File: config.mk
export PLATFORM = sky130hd
export DESIGN_NAME = arb4_rr_flat
export DESIGN_NICKNAME = d
export VERILOG_FILES = /design/src/rtl/arb4_rr_pkg.sv /design/src/rtl/arb4_rr_if.sv /design/src/rtl/arb4_rr_mux4to1.sv /design/src/rtl/arb4_rr.sv /design/src/flat_wrapper.sv
export SDC_FILE = /design/constraint.sdc
export NUM_CORES = 1
export LEC_CHECK = 0
export CAP_MARGIN = 20
export CORE_MARGIN = 3
export CORE_UTILIZATION = 35
export CTS_CLUSTER_DIAMETER = 30
export DETAILED_ROUTE_END_ITERATION = 16
export DONT_BUFFER_PORTS = 1
export PLACE_DENSITY = 0.46
export SYNTH_ARGS = -nofsm -noshare
export SYNTH_HDL_FRONTEND = slang
export SYNTH_SLANG_ARGS = --single-unit
export TNS_END_PERCENT = 50
File: constraint.sdc
create_clock -name i_clk -period 2 [get_ports i_clk]
set_input_delay 0.3 -clock i_clk [delete_from_list [all_inputs] [get_ports i_clk]]
set_output_delay 0.3 -clock i_clk [all_outputs]
set_load 0.02 [all_outputs]
File: src/rtl/arb4_rr_pkg.sv
// Shared types and the round-robin search used by the four-way arbiter.
// The search starts just after the most recent owner and can skip that owner.
package arb4_rr_pkg;

  localparam int ARB_NUM_REQ = 4;

  typedef logic [ARB_NUM_REQ-1:0] req_vec_t;
  typedef logic [1:0]             owner_t;

  typedef enum logic {
    ARB_IDLE = 1'b0,
    ARB_OWN  = 1'b1
  } arb_state_t;

  typedef struct packed {
    logic   found;
    owner_t winner;
  } rr_pick_t;

  // Search order is last+1, last+2, last+3, last (mod 4); first asserted req wins.
  // Walking the order backwards lets the earliest hit overwrite later ones.
  function automatic rr_pick_t rr_search(input req_vec_t req,
                                         input owner_t   last,
                                         input logic     exclude_owner);
    rr_pick_t pick;
    owner_t   idx;
    pick.found  = 1'b0;
    pick.winner = last;
    for (int k = ARB_NUM_REQ; k >= 1; k--) begin
      idx = last + owner_t'(k);
      if (req[idx] && !(exclude_owner && (k == ARB_NUM_REQ))) begin
        pick.found  = 1'b1;
        pick.winner = idx;
      end
    end
    return pick;
  endfunction

endpackage

File: src/rtl/arb4_rr_if.sv
// Requester-side bundle of the arbiter: request vector, four data inputs,
// and the grant/select/status/muxed-data outputs.
interface arb4_rr_if #(
  parameter int BIT_WIDTH = 32
);
  import arb4_rr_pkg::*;

  req_vec_t             i_req;
  logic [BIT_WIDTH-1:0] i_in0;
  logic [BIT_WIDTH-1:0] i_in1;
  logic [BIT_WIDTH-1:0] i_in2;
  logic [BIT_WIDTH-1:0] i_in3;
  req_vec_t             o_grant;
  owner_t               o_select;
  logic                 o_busy;
  logic                 o_timeout;
  logic [BIT_WIDTH-1:0] o_out;

  modport master (
    output i_req, i_in0, i_in1, i_in2, i_in3,
    input  o_grant, o_select, o_busy, o_timeout, o_out
  );

  modport slave (
    input  i_req, i_in0, i_in1, i_in2, i_in3,
    output o_grant, o_select, o_busy, o_timeout, o_out
  );

endinterface

File: src/rtl/arb4_rr_mux4to1.sv
// Mux4to1: plain combinational four-way data selector for the shared datapath.
// Clock and reset are carried through the port list but not used by the selector.
module arb4_rr_mux4to1
  import arb4_rr_pkg::*;
#(
  parameter int BIT_WIDTH = 32
) (
  input  logic                 i_clk,
  input  logic                 i_reset,
  input  owner_t               i_sel,
  input  logic [BIT_WIDTH-1:0] i_d0,
  input  logic [BIT_WIDTH-1:0] i_d1,
  input  logic [BIT_WIDTH-1:0] i_d2,
  input  logic [BIT_WIDTH-1:0] i_d3,
  output logic [BIT_WIDTH-1:0] o_y
);

  logic w_unused;
  assign w_unused = ^{i_clk, i_reset};

  always_comb begin
    o_y = i_d0;
    case (i_sel)
      2'd0:    o_y = i_d0;
      2'd1:    o_y = i_d1;
      2'd2:    o_y = i_d2;
      default: o_y = i_d3;
    endcase
  end

endmodule

File: src/rtl/arb4_rr.sv
// Four-requester round-robin arbiter with an optional hold limit, owning the
// select of the shared data mux.
//
//   state    | meaning
//   ---------+-----------------------------------------------------------
//   ARB_IDLE | no owner; grant=0, select keeps the previous owner
//   ARB_OWN  | grant[r_owner]=1; hold counter runs while the owner requests
module arb4_rr
  import arb4_rr_pkg::*;
#(
  parameter int BIT_WIDTH = 32,
  parameter int MAX_HOLD  = 16
) (
  input logic      i_clk,
  input logic      i_reset,
  arb4_rr_if.slave bus
);

  localparam int CNT_W = (MAX_HOLD > 0) ? $clog2(MAX_HOLD + 1) : 1;
  typedef logic [CNT_W-1:0] cnt_t;
  localparam cnt_t CNT_LAST = cnt_t'((MAX_HOLD > 0) ? (MAX_HOLD - 1) : 0);
  localparam logic LIMIT_EN = (MAX_HOLD > 0);

  arb_state_t r_state;
  owner_t     r_owner;
  owner_t     r_last;
  cnt_t       r_cnt;

  arb_state_t w_state_nxt;
  owner_t     w_owner_nxt;
  owner_t     w_last_nxt;
  cnt_t       w_cnt_nxt;
  logic       w_timeout;
  logic       w_owner_req;
  logic       w_hold_hit;
  rr_pick_t   w_pick;
  req_vec_t   w_grant;
  logic       w_busy;
  logic [BIT_WIDTH-1:0] w_mux;

  always_ff @(posedge i_clk) begin
    if (i_reset) begin
      r_state <= ARB_IDLE;
      r_owner <= 2'd0;
      r_last  <= 2'd3;
      r_cnt   <= '0;
    end else begin
      r_state <= w_state_nxt;
      r_owner <= w_owner_nxt;
      r_last  <= w_last_nxt;
      r_cnt   <= w_cnt_nxt;
    end
  end

  assign w_owner_req = bus.i_req[r_owner];
  assign w_hold_hit  = LIMIT_EN && (r_cnt == CNT_LAST);
  // While owning, the owner is excluded: on release its req is already low,
  // and on a hold-limit hit it only wins again when nobody else asks.
  assign w_pick      = rr_search(bus.i_req, r_last, r_state == ARB_OWN);

  always_comb begin
    w_state_nxt = r_state;
    w_owner_nxt = r_owner;
    w_last_nxt  = r_last;
    w_cnt_nxt   = r_cnt;
    w_timeout   = 1'b0;
    case (r_state)
      ARB_IDLE: begin
        if (w_pick.found) begin
          w_state_nxt = ARB_OWN;
          w_owner_nxt = w_pick.winner;
          w_last_nxt  = w_pick.winner;
          w_cnt_nxt   = '0;
        end
      end
      ARB_OWN: begin
        if (!w_owner_req) begin
          w_cnt_nxt = '0;
          if (w_pick.found) begin
            w_owner_nxt = w_pick.winner;
            w_last_nxt  = w_pick.winner;
          end else begin
            w_state_nxt = ARB_IDLE;
          end
        end else if (w_hold_hit) begin
          w_timeout   = 1'b1;
          w_cnt_nxt   = '0;
          w_owner_nxt = w_pick.found ? w_pick.winner : r_owner;
          w_last_nxt  = w_pick.found ? w_pick.winner : r_owner;
        end else if (r_cnt != {CNT_W{1'b1}}) begin
          w_cnt_nxt = r_cnt + cnt_t'(1);
        end
      end
      default: w_state_nxt = ARB_IDLE;
    endcase
  end

  always_comb begin
    w_grant = '0;
    if (r_state == ARB_OWN) w_grant[r_owner] = 1'b1;
  end

  assign w_busy = (r_state == ARB_OWN);

  arb4_rr_mux4to1 #(
    .BIT_WIDTH (BIT_WIDTH)
  ) u_mux (
    .i_clk   (i_clk),
    .i_reset (i_reset),
    .i_sel   (r_owner),
    .i_d0    (bus.i_in0),
    .i_d1    (bus.i_in1),
    .i_d2    (bus.i_in2),
    .i_d3    (bus.i_in3),
    .o_y     (w_mux)
  );

  assign bus.o_grant   = w_grant;
  assign bus.o_select  = r_owner;
  assign bus.o_busy    = w_busy;
  assign bus.o_timeout = w_timeout;
  assign bus.o_out     = w_mux & {BIT_WIDTH{w_busy}};

endmodule

File: src/flat_wrapper.sv
// flat-port wrapper written by rule: the top's interface ports become plain ports
module arb4_rr_flat import arb4_rr_pkg::*;
#(
  parameter int BIT_WIDTH = 32,
  parameter int MAX_HOLD  = 16
)
  (i_clk, i_reset, bus_i_req, bus_i_in0, bus_i_in1, bus_i_in2, bus_i_in3, bus_o_grant, bus_o_select, bus_o_busy, bus_o_timeout, bus_o_out);
  arb4_rr_if #(.BIT_WIDTH(BIT_WIDTH)) bus_i ();
  input logic i_clk;
  input logic i_reset;
  input wire logic [$bits(bus_i.i_req)-1:0] bus_i_req;
  input wire logic [$bits(bus_i.i_in0)-1:0] bus_i_in0;
  input wire logic [$bits(bus_i.i_in1)-1:0] bus_i_in1;
  input wire logic [$bits(bus_i.i_in2)-1:0] bus_i_in2;
  input wire logic [$bits(bus_i.i_in3)-1:0] bus_i_in3;
  output wire logic [$bits(bus_i.o_grant)-1:0] bus_o_grant;
  output wire logic [$bits(bus_i.o_select)-1:0] bus_o_select;
  output wire logic [$bits(bus_i.o_busy)-1:0] bus_o_busy;
  output wire logic [$bits(bus_i.o_timeout)-1:0] bus_o_timeout;
  output wire logic [$bits(bus_i.o_out)-1:0] bus_o_out;
  assign bus_i.i_req = bus_i_req;
  assign bus_i.i_in0 = bus_i_in0;
  assign bus_i.i_in1 = bus_i_in1;
  assign bus_i.i_in2 = bus_i_in2;
  assign bus_i.i_in3 = bus_i_in3;
  assign bus_o_grant = bus_i.o_grant;
  assign bus_o_select = bus_i.o_select;
  assign bus_o_busy = bus_i.o_busy;
  assign bus_o_timeout = bus_i.o_timeout;
  assign bus_o_out = bus_i.o_out;
  arb4_rr #(.BIT_WIDTH(BIT_WIDTH), .MAX_HOLD(MAX_HOLD)) u_core (.i_clk(i_clk), .i_reset(i_reset), .bus(bus_i));
endmodule
==> metrics.txt, run 1 <==
post-DP HPWL 4.757 mm; syn_nets 306; Worst VDD drop 0.0003672 V; Slew @ Worst Pin 0.3613 ns; RSZ-0062 raised after global routing no; fraction of layout cells with a size suffix above 1 0.3392; simple-gate share of the synthesized area 0.2476; post-synthesis adder-cell area fraction 0.007241; setup violators final 0; CTS resizes 0; Die Y 76.26 µm; Placement Setup Slack 0.1509 ns; Hold Crit Class input port to flop; Mapped Area 1728 µm²; post-synthesis compound-gate area fraction 0.1289; number of synthesized flops with an enable pin 0; final worst slack 0.1004 ns; sequential-to-total area share from yosys stat 0.1159; critical path launch point type flop; final hold slack 0.1288 ns; core region area 4564 µm²; IO Count 174; CTS root buf clkbuf_8; full die area 5816 µm²; Critical Path, Cell by Cell buf_12, mux4_2, and2_1; Arr. time, crit path 1.60 ns; CP endpoint kind output port; crit path time final 1.900 ns; largest net degree at the start of global routing 23; RR Startpoint u_core.r_last[0]$_SDFFE_PP1P_; crit path from u_core.bus.o_select[0]$_SDFFE_PP0P_; PortBufs 0; filler instances 442; Synth cell types 41; Yosys warnings 0; r2r worst-path depth 5; Starting Density 0.3786; maximum clock rate 526.4 MHz; Reg2Reg Setup Slack 0.26 ns; Vias/cell 6.288; Slew Limit Headroom 0.7575; P_leak 0.6347 nW; setup_tns 0 ns; routed len/inst 23.77 µm; CTS sink cnt 10; Post-Syn Area per Cell 10.10 µm²; Slowest-stage cell, CP mux4_2; asr flop ratio synth 0; GRT Overall Usage 0.1786; WHS Path Cells 1; multi-input logic area 1424 µm²; area added between synthesis and finish 10.28%; CP max FO 11; Max-Cap Viols 0; DRC viols 0; cts hold-fix bufs 0; fin. max-slew vios 0; die width 76.26 µm; register bit count reported by yosys 10; post-CTS repair timing setup buffer count 0; Routed WL 5.610 mm; outcome finished clean; Longest Clk Path Bufs 2; final net count 308; H-tree depth 1; Pwr Density 925.5 nW/µm²; via count 1,484; Final ANT Viol Nets 0; num rows 24; largest family of logic cells by synthesized area multiplexers; DR iter-0 viols 87; Overflow after GRT 0; clk slew on worst S/H paths 0.04 ns; Synth Flop Type dfxtp_1; number of global-route vias before repair 1,486; initial antenna violation count 0; TritonRoute pass-1 iters 4; XOR/XNOR share of the synthesized area 0; routability congestion estimate 0.7717; Final Skew 0.0005406 ns; CP Class flop to output port; worst-skew pair later-pin latency 0.23 ns; Largest stage delay, worst path 0.51 ns; CTS tree done; first-pass GRT wire length 8.438 mm; post-synthesis cell count 171; Final period util 0.9498; number of diodes 0; Fin. Hold Viols 0; mux cell area share after synthesis 0.4403; min-delay src i_reset; Reg area 207.7 µm²; Critical Path RT 1.70 ns; CTS buffer count 3
## worst max-delay path: cells and delay by family, from the launching register on
kind,cells,cell delay (ns)
mux,1,0.51
simple gates,1,0.26
buf+inv,1,0.18
flops,1,0.41
## cell type report
type	instances	share of cell area
inverters	3	0.005909
well taps	65	0.04268
flip-flops and latches	10	0.1090
clock buffers	3	0.02167
multi-input cells	142	0.7472
repair buffers	13	0.07354
## per-layer routing
metal | GRT usage | share of wire | up-vias
met5 | 0 | 0 | -
met4 | 0.03261 | 0.0039 | 0
met3 | 0.05437 | 0.083 | 2
met2 | 0.3234 | 0.54 | 87
met1 | 0.2088 | 0.38 | 724
li1 | - | - | 671
## report_power, final
part           total, mW  leakage (nW)  internal (mW)  switching, mW
clock network      0.201        0.0216          0.131         0.0702
registers          0.314        0.0830          0.239         0.0751
logic               1.25         0.530          0.613          0.636
total               1.76         0.635          0.983          0.781
## logic make-up (layout without fill, tap and decap cells)
| family | after synthesis | count (layout) |
|---|---|---|
| simple gates | 74 | 74 |
| mux | 36 | 36 |
| compound gates | 31 | 31 |
| buf+inv | 19 | 19 |
| flops | 10 | 10 |
| fa+ha+maj | 1 | 1 |
## flip-flops by register name, summed over array words and instances (netlist names)
register             count
u_core.bus.o_select      2
u_core.r_last            2
u_core.bus.o_busy        1
u_core.r_cnt             5
## final timing paths
| path | to |
|---|---|
| worst min-delay path | u_core.bus.o_busy$_SDFF_PP0_ |
| worst min register to register | u_core.r_cnt[1]$_SDFFE_PP0P_ |
| worst max-delay path | bus_o_out[0] |
| worst max register to register | u_core.r_last[0]$_SDFFE_PP1P_ |
## cell usage in the layout, fill, tap and decap left out, types with 2 or more instances in the layout
cell type / n
and3_1: 4
dfxtp_2: 3
o21ai_0: 2
nor3_2: 2
and2_1: 33
o21ai_1: 4
o31ai_1: 2
inv_1: 3
buf_12: 2
nand2_1: 5
mux4_2: 32
nor2_1: 15
a2111o_1: 2
nor3b_1: 2
nand3_1: 2
nand2b_1: 2
clkbuf_8: 3
mux2i_1: 4
a21oi_1: 8
dfxtp_1: 6
nor2b_1: 5
buf_4: 10
## cell usage after synthesis (2+ instances only)
cell type  instances  share of area
and3_1             4          0.014
mux2i_1            4          0.023
nand2b_1           2         0.0072
nor3b_1            2         0.0087
dfxtp_1           10           0.12
mux4_2            32           0.42
and2_1            33           0.12
inv_1              3         0.0065
o21ai_1            4          0.012
nand2_1            5          0.011
a2111o_1           2          0.013
o31ai_1            2         0.0087
buf_6              3          0.020
nor2_1            15          0.033
clkbuf_1           6          0.013
o21ai_0            2         0.0058
a21oi_1            8          0.023
nor3_2             2          0.012
nand3_1            2         0.0058
buf_2              5          0.014
nor2b_1            5          0.018
## metrics by stage
step | utilization | instance area, µm² | instances | power [mW]
2_1_floorplan | - | 1728 | 171 | 1.361
3_3_place_gp | 0.4019 | 1834 | 232 | 1.520
3_5_place_dp | 0.4019 | 1834 | 232 | 1.533
4_1_cts | 0.4109 | 1876 | 235 | 1.740
5_1_grt | 0.4175 | 1906 | 236 | 1.884
6_report | 0.4175 | 1906 | 236 | 1.764
Note: power is estimated with default switching activity, not from simulation.
==> run 2, diff against run 1 <==
- ABC_CLOCK_PERIOD_IN_PS: not set -> 2000
==> results of run 2 <==
The final DEF is identical to that of run 1; final timing and power are the same.
==> run 3, diff against run 2 <==
- ABC_CLOCK_PERIOD_IN_PS: 2000 -> 1700
- PLACE_DENSITY: 0.46 -> 0.48
- clock period: 2 -> 1.7 ns (I/O delays scaled with it)
==> run 3 against run 2 <==
  * The flow now finishes with violations (negative setup slack)
  * Routed wire length increased by 5.6%
  * Sequential cell count did not move
  * Setup slack got worse by 0.22 ns
  * First-iteration DRC count is 62% lower
  * Hold slack worse by 0.049 ns
  * Largest cell class unchanged
  * Register-to-register slack got worse by 0.18 ns
  * Clock power is 21% higher
  * Cell area up 13%
  * Critical endpoint is now bus_o_out[8]
  * Highest routed layer unchanged
  * Cell count up 4.7%
  * Core utilization grew 5.3 points
  * Largest power group unchanged
  * Non-clock buffer count increased by 11
  * Critical path type unchanged
==> metrics.txt, run 3 (synthesized netlist as in run 1, its figures left out) <==
Max-Cap Viols 0 (unchanged); IO Count 174 (unchanged); setup_tns -3.002 ns (-3.002 ns); Largest stage delay, worst path 0.50 ns (about the same); maximum clock rate 550.4 MHz; worst-skew pair later-pin latency 0.23 ns (about the same); first-pass GRT wire length 8.556 mm (+1.4%); CTS sink cnt 10 (unchanged); failing checks negative setup slack; final worst slack -0.1169 ns (-0.2174 ns); Final ANT Viol Nets 0 (unchanged); outcome finished, violations left; setup violators final 33 (+33); die width 76.26 µm (unchanged); fin. max-slew vios 0 (unchanged); CTS buffer count 3 (unchanged); most flop-heavy register u_core.r_cnt; Final Skew 0.001768 ns (+0.001227 ns); core region area 4564 µm² (unchanged); multi-input logic area 1548 µm² (+8.7%); GRT Overall Usage 0.1816 (+0.003006); num rows 24 (unchanged); Slew @ Worst Pin 0.3266 ns (-0.03467 ns); total power 2.417 mW (+37%); Hold Crit Class input port to flop; CTS tree done; routed len/inst 23.98 µm (+0.86%); CP Class flop to output port; Die Y 76.26 µm (unchanged); Longest Clk Path Bufs 2 (unchanged); final net count 319 (+3.6%); Critical Path RT 1.44 ns (-0.26 ns); DR iter-0 viols 33 (-62%); clk slew on worst S/H paths 0.05 ns (about the same); post-DP HPWL 4.962 mm (+4.3%); Pwr Density 1125 nW/µm² (+22%); Overflow after GRT 0 (unchanged); Routed WL 5.922 mm (+5.6%); CTS root buf clkbuf_8; Final period util 1.069; Vias/cell 6.134 (-2.5%); H-tree depth 1 (unchanged); number of diodes 0 (unchanged); TritonRoute pass-1 iters 4 (unchanged); Slew Limit Headroom 0.7822 (+0.02473); via count 1,515 (+2.1%); RSZ-0062 raised after global routing yes; crit path time final 1.817 ns; fraction of layout cells with a size suffix above 1 0.6154 (+0.2762); largest net degree at the start of global routing 24 (+4.3%); max reg flops 5 (unchanged); Worst VDD drop 0.0006220 V (+69%); CP max FO 8 (-3); filler instances 446 (+0.90%); number of global-route vias before repair 1,558 (+4.8%); Reg area 212.7 µm² (+2.4%); full die area 5816 µm² (unchanged); PortBufs 0 (unchanged); CP endpoint kind output port; Slowest-stage cell, CP mux4_2; critical path launch point type flop; Reg2Reg Setup Slack 0.08 ns (-0.18 ns); P_leak 0.7516 nW (+18%); Critical Path, Cell by Cell clkbuf_16, mux4_2, and2_4; routability congestion estimate 0.8724 (+13%); area added between synthesis and finish 24.40%; Placement Setup Slack -0.02249 ns (-0.1734 ns); Starting Density 0.3786 (unchanged); initial antenna violation count 0 (unchanged); commonest non-fill, non-tap cells in the layout 32 x mux4_2, 32 x and2_4, 17 x buf_4; Fin. Hold Viols 0 (unchanged); Arr. time, crit path 1.56 ns (-0.04 ns); DRC viols 0 (unchanged)
run 3: cell count changes in the layout (fill, tap and decap cells not counted), sizes merged:
cell and delta:
buf +10, clkbuf +1
run 3: area by class of cell:
| cell class | instances | area share |
|---|---|---|
| tap | 65 | 0.03783 |
| timing repair buffer | 24 | 0.1187 |
| inverter | 3 | 0.005239 |
| clock buffer | 3 | 0.01921 |
| sequential | 10 | 0.09895 |
| multi-input combinational | 142 | 0.7200 |
run 3: per-layer routing:
layer,routed length (µm),global-route usage
met2,3293,0.3471
met1,2161,0.2043
met5,0,0
met3,415,0.05437
met4,51,0.01630
run 3: critical path, delay by kind of cell (launching register included):
kind	cells	cell delay [ns]
buf+inv	1	0.19
flops	1	0.44
simple gates	1	0.20
mux	1	0.50
run 3: timing repair:
item                                    CTS  global route
cloned                                    0             2
endpoints found under the hold margin     0             0
gates resized for setup                   9            74
pin swaps                                 1             2
endpoints found under the setup margin   34            35
hold buffers                              0             0
buffers inserted                          1             0
run 3: path summary, 6_finish.rpt:
path | start | to | cells past startpoint
setup reg to reg | u_core.r_last[0]$_SDFFE_PP1P_ | u_core.r_last[0]$_SDFFE_PP1P_ | 6
setup / recovery | u_core.bus.o_select[0]$_SDFFE_PP0P_ | bus_o_out[8] | 3
hold reg to reg | u_core.r_cnt[1]$_SDFFE_PP0P_ | u_core.r_cnt[1]$_SDFFE_PP0P_ | 2
hold / removal | i_reset | u_core.bus.o_select[0]$_SDFFE_PP0P_ | 1
run 3: stage by stage:
stage          cell area (µm²)    util  hold slack [ns]  instances
4_1_cts                   1976  0.4328          0.07483        245
2_1_floorplan             1748       -           0.4492        171
6_report                  2150  0.4709          0.07958        247
3_3_place_gp              1908  0.4180           0.3250        241
5_1_grt                   2150  0.4709          0.07632        247
3_5_place_dp              1908  0.4180           0.3248        241
run 3: where the power goes:
part / total [mW] / switching (mW) / internal, mW / leakage (nW)
Combinational: 1.80 / 0.822 / 0.981 / 0.647
Sequential: 0.372 / 0.0861 / 0.286 / 0.0835
Clock: 0.243 / 0.0881 / 0.155 / 0.0216
Total: 2.42 / 0.996 / 1.42 / 0.752
